`config.mk`:
```
export PLATFORM = sky130hd
export DESIGN_NAME = mem_arbiter
export DESIGN_NICKNAME = d
export VERILOG_FILES = /design/src/rtl/mem_arbiter_pkg.sv /design/src/rtl/mem_load_ext.sv /design/src/rtl/mem_arbiter.sv
export SDC_FILE = /design/constraint.sdc
export NUM_CORES = 1
export LEC_CHECK = 0
export ABC_AREA = 1
export ABC_CLOCK_PERIOD_IN_PS = 6300
export CAP_MARGIN = 10
export CORE_AREA = 2 2 200 124
export DETAILED_ROUTE_END_ITERATION = 7
export DIE_AREA = 0 0 202 126
export HOLD_SLACK_MARGIN = 0.08
export PLACE_DENSITY_LB_ADDON = 0.05
export SLEW_MARGIN = 20
export SYNTH_ARGS = -nofsm -noshare
export SYNTH_HDL_FRONTEND = slang
export SYNTH_HIERARCHICAL = 1
export SYNTH_SLANG_ARGS = --single-unit
```
`constraint.sdc`:
```
create_clock -name clk -period 6.3 [get_ports clk]
set_input_delay 0.945 -clock clk [delete_from_list [all_inputs] [get_ports clk]]
set_output_delay 0.945 -clock clk [all_outputs]
set_load 0.02 [all_outputs]
```
`src/rtl/mem_arbiter_pkg.sv`:
```
// Shared definitions for the unified 8-bit RAM port arbiter.
//  - Load/store opcode codes used by the LSB path.
//  - IO_BASE: first memory-mapped I/O address.
//  - IF_BYTES: bytes per instruction fetch.
//  - Helpers: op_width() gives the byte count of an access, is_store() flags stores.
//  - `True / `False shorthand for single-bit constants.
`ifndef MEM_ARBITER_PKG_DEFINES
`define MEM_ARBITER_PKG_DEFINES
`define True  1'b1
`define False 1'b0
`endif

package mem_arbiter_pkg;

    localparam logic [31:0] IO_BASE  = 32'h0003_0000;
    localparam logic [2:0]  IF_BYTES = 3'd4;

    localparam logic [5:0] OP_LB  = 6'd1;
    localparam logic [5:0] OP_LH  = 6'd2;
    localparam logic [5:0] OP_LW  = 6'd3;
    localparam logic [5:0] OP_LBU = 6'd4;
    localparam logic [5:0] OP_LHU = 6'd5;
    localparam logic [5:0] OP_SB  = 6'd6;
    localparam logic [5:0] OP_SH  = 6'd7;
    localparam logic [5:0] OP_SW  = 6'd8;

    // Unknown codes fall back to a full word.
    function automatic logic [2:0] op_width(input logic [5:0] op);
        case (op)
            OP_LB, OP_LBU, OP_SB: return 3'd1;
            OP_LH, OP_LHU, OP_SH: return 3'd2;
            default:              return 3'd4;
        endcase
    endfunction

    function automatic logic is_store(input logic [5:0] op);
        return (op == OP_SB) || (op == OP_SH) || (op == OP_SW);
    endfunction

endpackage

```
`src/rtl/mem_load_ext.sv`:
```
// Combinational load-result extension.
// Ports:
//  raw     in  32  assembled little-endian bytes (unused upper bytes are zero)
//  opcode  in  6   access opcode (fetches are presented as OP_LW)
//  result  out 32  LB/LH sign-extended, LBU/LHU zero-extended, LW full word,
//                  stores return 0
module mem_load_ext
    import mem_arbiter_pkg::*;
(
    input  logic [31:0] raw,
    input  logic [5:0]  opcode,
    output logic [31:0] result
);

    always_comb begin
        result = raw;
        case (opcode)
            OP_LB:               result = {{24{raw[7]}}, raw[7:0]};
            OP_LH:               result = {{16{raw[15]}}, raw[15:0]};
            OP_LBU:              result = {24'd0, raw[7:0]};
            OP_LHU:              result = {16'd0, raw[15:0]};
            OP_SB, OP_SH, OP_SW: result = 32'd0;
            default:             result = raw;
        endcase
    end

endmodule

```
`src/rtl/mem_arbiter.sv`:
```
// Sole owner of the 8-bit unified RAM port. Arbitrates instruction fetches
// against LSB load/stores (LSB wins), serialises each access into byte beats,
// assembles and extends load data, and pulses one done per transaction.
// Optional feature: define MEM_IO_STALL_EN to hold I/O stores (addr >= IO_BASE)
// while io_buffer_full is high, both before acceptance and per write beat.
// Ports:
//  clk, rst        clock; asynchronous active-low reset
//  rdy             global enable; low freezes everything and forces mem_wr=0
//  if_req/if_addr  fetch request (held until if_done)
//  if_done/if_rdata one-cycle completion pulse + fetched word
//  lsb_req/lsb_addr/lsb_wdata/lsb_opcode  load/store request (held until lsb_done)
//  lsb_done/lsb_rdata  one-cycle completion pulse + extended load data (0 for stores)
//  mem_din/mem_dout/mem_a/mem_wr  RAM byte port; read data arrives one cycle after address
//  io_buffer_full  I/O sink full (only observed with MEM_IO_STALL_EN)
//  dbg_state       current FSM state
// Handshake: a request is held high from issue until its done pulse; the
// arbiter accepts it at a clock edge in IDLE and ignores requests during DONE,
// so the requester may drop it on the edge after done without a double issue.
module mem_arbiter
    import mem_arbiter_pkg::*;
(
    input  logic        clk,
    input  logic        rst,
    input  logic        rdy,
    input  logic        if_req,
    input  logic [31:0] if_addr,
    output logic        if_done,
    output logic [31:0] if_rdata,
    input  logic        lsb_req,
    input  logic [31:0] lsb_addr,
    input  logic [31:0] lsb_wdata,
    input  logic [5:0]  lsb_opcode,
    output logic        lsb_done,
    output logic [31:0] lsb_rdata,
    input  logic [7:0]  mem_din,
    output logic [7:0]  mem_dout,
    output logic [31:0] mem_a,
    output logic        mem_wr,
    input  logic        io_buffer_full,
    output logic [1:0]  dbg_state
);

    typedef enum logic [1:0] {S_IDLE, S_READ, S_WRITE, S_DONE} state_t;

    state_t      state, next_state;
    logic [2:0]  cnt, len;
    logic [31:0] addr_q, wdata_q, buf_q, ext_data;
    logic [5:0]  op_q;
    logic        owner_lsb;
    logic [31:0] mem_a_q, if_rdata_q, lsb_rdata_q;
    logic [7:0]  mem_dout_q;
    logic        mem_wr_q, if_done_q, lsb_done_q;
    logic        take_lsb, take_if, lsb_blocked, io_stall;
    logic [1:0]  rd_idx, wr_idx;

`ifdef MEM_IO_STALL_EN
    logic is_io;
    assign lsb_blocked = is_store(lsb_opcode) && (lsb_addr >= IO_BASE) && io_buffer_full;
    // Only a beat actually being driven stalls; the trailing idle cycle does not.
    assign io_stall    = (state == S_WRITE) && is_io && io_buffer_full && mem_wr_q;
`else
    logic unused_io;
    assign unused_io   = io_buffer_full;
    assign lsb_blocked = 1'b0;
    assign io_stall    = 1'b0;
`endif

    assign take_lsb = lsb_req && !lsb_blocked;
    assign take_if  = if_req && !take_lsb;

    // Read capture lags the address by one beat; write data leads by one.
    assign rd_idx = 2'(cnt - 3'd1);
    assign wr_idx = 2'(cnt + 3'd1);

    mem_load_ext u_ext (
        .raw    (buf_q),
        .opcode (op_q),
        .result (ext_data)
    );

    always_ff @(posedge clk or negedge rst) begin
        if (!rst)     state <= S_IDLE;
        else if (rdy) state <= next_state;
    end

    always_comb begin
        next_state = state;
        case (state)
            S_IDLE: begin
                if (take_lsb)     next_state = is_store(lsb_opcode) ? S_WRITE : S_READ;
                else if (take_if) next_state = S_READ;
            end
            S_READ:  if (cnt == len + 3'd1)       next_state = S_DONE;
            S_WRITE: if (!io_stall && cnt == len) next_state = S_DONE;
            S_DONE:  next_state = S_IDLE;
            default: next_state = S_IDLE;
        endcase
    end

    always_ff @(posedge clk or negedge rst) begin
        if (!rst) begin
            cnt         <= '0;
            len         <= '0;
            addr_q      <= '0;
            wdata_q     <= '0;
            op_q        <= '0;
            owner_lsb   <= `False;
            buf_q       <= '0;
            mem_a_q     <= '0;
            mem_dout_q  <= '0;
            mem_wr_q    <= `False;
            if_done_q   <= `False;
            lsb_done_q  <= `False;
            if_rdata_q  <= '0;
            lsb_rdata_q <= '0;
`ifdef MEM_IO_STALL_EN
            is_io       <= `False;
`endif
        end else if (rdy) begin
            if_done_q  <= `False;
            lsb_done_q <= `False;
            case (state)
                S_IDLE: begin
                    if (take_lsb) begin
                        addr_q    <= lsb_addr;
                        wdata_q   <= lsb_wdata;
                        op_q      <= lsb_opcode;
                        len       <= op_width(lsb_opcode);
                        owner_lsb <= `True;
                        mem_a_q   <= lsb_addr;
                        cnt       <= '0;
                        buf_q     <= '0;
`ifdef MEM_IO_STALL_EN
                        is_io     <= (lsb_addr >= IO_BASE);
`endif
                        if (is_store(lsb_opcode)) begin
                            mem_wr_q   <= `True;
                            mem_dout_q <= lsb_wdata[7:0];
                        end
                    end else if (take_if) begin
                        addr_q    <= if_addr;
                        op_q      <= OP_LW;
                        len       <= IF_BYTES;
                        owner_lsb <= `False;
                        mem_a_q   <= if_addr;
                        cnt       <= '0;
                        buf_q     <= '0;
                    end
                end
                S_READ: begin
                    if (cnt == len + 3'd1) begin
                        if (owner_lsb) begin
                            lsb_done_q  <= `True;
                            lsb_rdata_q <= ext_data;
                        end else begin
                            if_done_q  <= `True;
                            if_rdata_q <= ext_data;
                        end
                    end else begin
                        cnt <= cnt + 3'd1;
                        if (cnt + 3'd1 < len)
                            mem_a_q <= addr_q + 32'(cnt) + 32'd1;
                        if (cnt != 3'd0)
                            buf_q[{rd_idx, 3'b000} +: 8] <= mem_din;
                    end
                end
                S_WRITE: begin
                    if (!io_stall) begin
                        if (cnt == len) begin
                            lsb_done_q  <= `True;
                            lsb_rdata_q <= ext_data;
                        end else begin
                            cnt <= cnt + 3'd1;
                            if (cnt + 3'd1 < len) begin
                                mem_a_q    <= addr_q + 32'(cnt) + 32'd1;
                                mem_dout_q <= wdata_q[{wr_idx, 3'b000} +: 8];
                            end else begin
                                mem_wr_q <= `False;
                            end
                        end
                    end
                end
                default: ;
            endcase
        end
    end

    assign mem_wr    = mem_wr_q && rdy && !io_stall;
    assign mem_a     = mem_a_q;
    assign mem_dout  = mem_dout_q;
    assign if_done   = if_done_q;
    assign if_rdata  = if_rdata_q;
    assign lsb_done  = lsb_done_q;
    assign lsb_rdata = lsb_rdata_q;
    assign dbg_state = state;

endmodule

```
==> impl_results.md <==
- Status: complete, no violations
- Biggest area consumer among synthesized cells: sky130_fd_sc_hd__dfrtp_1
- Most common cell after layout, fill and taps aside: sky130_fd_sc_hd__nand2_1
- Wire length per cell after detailed routing: about 17 µm
- Synth top area share: between 40% and 50%
- Total power density per cell area: ~430 mW/mm²
- DRT antenna net count: 0
- Maximum clock path buffer count: 3
- Seq/Total Area, Yosys: between 40% and 50%
- CTS Hold Buffers Added: 0
- Via count normalized by instance count: 5.245
- Final hold slack: ~0.47 ns
- Total track usage: between 20 and 30%
- Number of setup buffers added after CTS: 0
- TritonRoute pass-1 iters: 6
- Total core area: 0.02362 mm²
- Syn. warnings: 6
- Final total negative setup slack: 0 ns
- Starting Density: 49.19%
- Proportion of synthesized flip-flops having asynchronous set or reset: 100.0%
- Distinct cell type count after synthesis: a little over 40
- Number of port buffers: ~220
- Sequential Area: between 0.005 and 0.006 mm²
- Cells after Synth: between 1500 and 2000
- Required arrival time at the worst endpoint: 6.69 ns
- Worst Path Arrival: 4.17 ns
- Critical path type: input pin to flip-flop
- Number of antenna violations at the first check in global routing: 0
- Largest delay share family, worst path: buffers and inverters
- Leakage Power: around 7 nW
- Synthesized area: between 0.01 and 0.015 mm²
- Final period demand of the worst path: about 3.8 ns
- Floorplan die width: 202 µm
- Max-cap violation count: 0
- Total design power: about 6.4 mW
- TritonCTS clock tree: done
- Synthesis-to-layout area growth: 27.15%
- Portion of total power attributed to sequential cells: 34.2%
- Final HPWL DP: between 20 and 30 mm
- Clock edge transition at the registers on the reported setup and hold paths: 0.06 ns
- Fraction of power spent switching nets: 42.73%
- WP buf/inv: 3
- Transition time at the pin with the least slew margin: ~1.0 ns
- Commonest register cell after synthesis: sky130_fd_sc_hd__dfrtp_1
- Critical path cell sequence: clkdlybuf4s50_1 > nand3_2 > nor2_2 > buf_4 > clkinv_1 > o21ai_0
- Via count of the first global-routing pass: 10270
- Switch Pwr: 2.733 mW
- Detailed-route via count: approximately 11000
- RD Place Congestion: 0.9482
- # resized after CTS: 0
- First-iteration detailed-routing DRC count: 1152
- Max incr delay on CP: ~0.89 ns
- Final cell utilization of the core: between 60% and 70%
- Clock group share of total power: 23.3%
- Critical path peak fanout: 38
- Clock latency of the later-clocked register in the worst-skew pair: just over 0.5 ns
- Die span in y: about 130 µm
- Global-route wire length before repair: around 57 mm
- Number of synthesized register bits: 218
- Total wire length after detailed routing: 35.12 mm
- Combined area of the multi-input logic cells: approximately 0.0053 mm²
- Number of CTS-inserted buffers: 22
- Setup repair after global routing missed its margin: false
- Startpoint Class: input pin
- Fraction of final layout cells sized beyond drive strength 1: between 5 and 6%
- Most area-consuming cells after synthesis: sky130_fd_sc_hd__dfrtp_1 47%, sky130_fd_sc_hd__nand2_1 20%, sky130_fd_sc_hd__nand3_1 5.4%
- Synthesized area per cell: between 7 and 8 µm²
- Diodes inserted: 0
- Worst slew slack as a fraction of its limit: between 20% and 30%
- I/O pin count: approximately 230
- Final hold violation count: 0
- Number of setup violations in the final report: 0
- Logic gate share of total power: a little over two fifths
- Remaining global-route overflow: 0
- Number of H-tree branching levels: 1
- Setup Skew: about 0.0085 ns
- Worst-path cell with the longest stage delay: sky130_fd_sc_hd__clkinv_1
- Count of nets after finishing: roughly 1900
- Syn nets: ~1700
- Die Footprint: 0.02545 mm²
- Clock root cell: sky130_fd_sc_hd__clkbuf_16
- Highest-count cells in the layout ignoring fill and taps: 629 x sky130_fd_sc_hd__nand2_1, 222 x sky130_fd_sc_hd__clkdlybuf4s50_1, 218 x sky130_fd_sc_hd__dfrtp_1
- FMAX: 264.9 MHz
- Worst ir drop on vdd: 0.2400 mV
- Endpoint class of the critical path: flip-flop
- Type of the worst min-delay path: input pin to async pin
- Count of flip-flops with a built-in enable after synthesis: 0
- Max Transition Viols Final: 0
- Cell internal pwr: 3.662 mW
- Maximum number of pins on one net before global-route repair: 108
- Number of remaining DRC errors: 0
- Portion of the clock cycle consumed by the worst path in the final layout: between 50% and 60%
- Number of placement rows: between 40 and 50
- TritonCTS Sinks: between 200 and 250
- Filler cells: 2090
-- cell usage after synthesis (5+ instances only) --
| cell type | n |
|---|---|
| sky130_fd_sc_hd__nand3b_1 | 10 |
| sky130_fd_sc_hd__nor2_1 | 127 |
| sky130_fd_sc_hd__mux2i_1 | 5 |
| sky130_fd_sc_hd__nand3_2 | 8 |
| sky130_fd_sc_hd__inv_2 | 7 |
| sky130_fd_sc_hd__clkbuf_1 | 27 |
| sky130_fd_sc_hd__a31oi_1 | 15 |
| sky130_fd_sc_hd__nor3_1 | 8 |
| sky130_fd_sc_hd__inv_1 | 117 |
| sky130_fd_sc_hd__ha_1 | 16 |
| sky130_fd_sc_hd__nor2_4 | 7 |
| sky130_fd_sc_hd__o21ai_2 | 17 |
| sky130_fd_sc_hd__a21oi_1 | 13 |
| sky130_fd_sc_hd__buf_2 | 15 |
| sky130_fd_sc_hd__nand4_1 | 15 |
| sky130_fd_sc_hd__o21ai_1 | 38 |
| sky130_fd_sc_hd__nand3_1 | 126 |
| sky130_fd_sc_hd__nand2_2 | 5 |
| sky130_fd_sc_hd__o21ai_0 | 86 |
| sky130_fd_sc_hd__nand2_1 | 629 |
| sky130_fd_sc_hd__buf_4 | 10 |
| sky130_fd_sc_hd__buf_6 | 8 |
| sky130_fd_sc_hd__dfrtp_1 | 218 |
| sky130_fd_sc_hd__or2_2 | 6 |
-- worst register-to-register path, stage by stage, from the launching register on --
cell	delay [ns]
sky130_fd_sc_hd__dfrtp_1	0.32
sky130_fd_sc_hd__buf_4	0.31
sky130_fd_sc_hd__clkinv_1	0.11
sky130_fd_sc_hd__buf_4	0.23
sky130_fd_sc_hd__ha_1	0.59
sky130_fd_sc_hd__ha_1	0.31
sky130_fd_sc_hd__nand3b_1	0.10
sky130_fd_sc_hd__nand2_1	0.09
sky130_fd_sc_hd__a21oi_1	0.16
sky130_fd_sc_hd__nand3_2	0.70
sky130_fd_sc_hd__o21ai_0	0.53
-- final timing paths --
path                             from     endpoint  slack, ns  cells after the start
min                               rst    mem_a[12]       0.47                      1
min reg2reg                wdata_q[0]   wdata_q[0]       0.48                      2
max reg2reg                    cnt[0]     mem_a[1]       2.74                     10
min in group clk           wdata_q[0]   wdata_q[0]       0.48                      2
max                               rdy   wdata_q[3]       2.52                      6
max in group asynchronous         rst  if_rdata[8]       4.55                      2
-- logic make-up after synthesis --
logic type / synth area share (%)
compound gates: 9.133
xor+xnor: 0.2262
simple gates: 34.13
flops: 46.96
mux: 0.4308
fa+ha+maj: 1.896
buf+inv: 7.227
-- flip-flops by register name, summed over array words and instances (netlist names) --
register / count
if_done: 1
cnt: 3
mem_dout: 8
lsb_done: 1
if_rdata: 32
mem_wr_q: 1
addr_q: 32
dbg_state: 2
owner_lsb: 1
mem_a: 32
wdata_q: 32
lsb_rdata: 32
len: 3
op_q: 6
buf_q: 32
-- through the flow --
step	setup slack, ns	instance area [µm²]	std cells
after floorplan	3.810	11620	1564
final	2.524	14770	2093
after global placement	2.088	13950	2053
after detailed placement	2.011	13950	2053
after global routing	2.200	14770	2093
after CTS	2.540	14770	2093
-- final cells by class --
cell class | count | share of cell area (%)
timing repair buffer | 231 | 15.55
sequential | 218 | 36.93
multi-input combinational | 1156 | 36.05
inverter | 126 | 3.202
clock inverter | 14 | 1.431
clock buffer | 26 | 4.108
tap | 322 | 2.727
-- routing by layer --
metal	GRT usage (%)	vias up	wire length (µm)
met5	0	-	0
met4	4.325	0	413
met3	5.435	30	2929
met2	35.15	428	12660
met1	47.98	5149	19110
li1	-	5371	-
-- power by group through the flow --
stage	Combinational [mW]	Sequential (mW)	Clock (mW)
global route	3.02	2.24	1.57
finish	2.72	2.19	1.49
global placement	2.64	2.19	0
floorplan	1.59	2.30	0
detailed placement	2.69	2.19	0
CTS	2.70	2.17	1.51
Power figures use the tool's default switching activity.
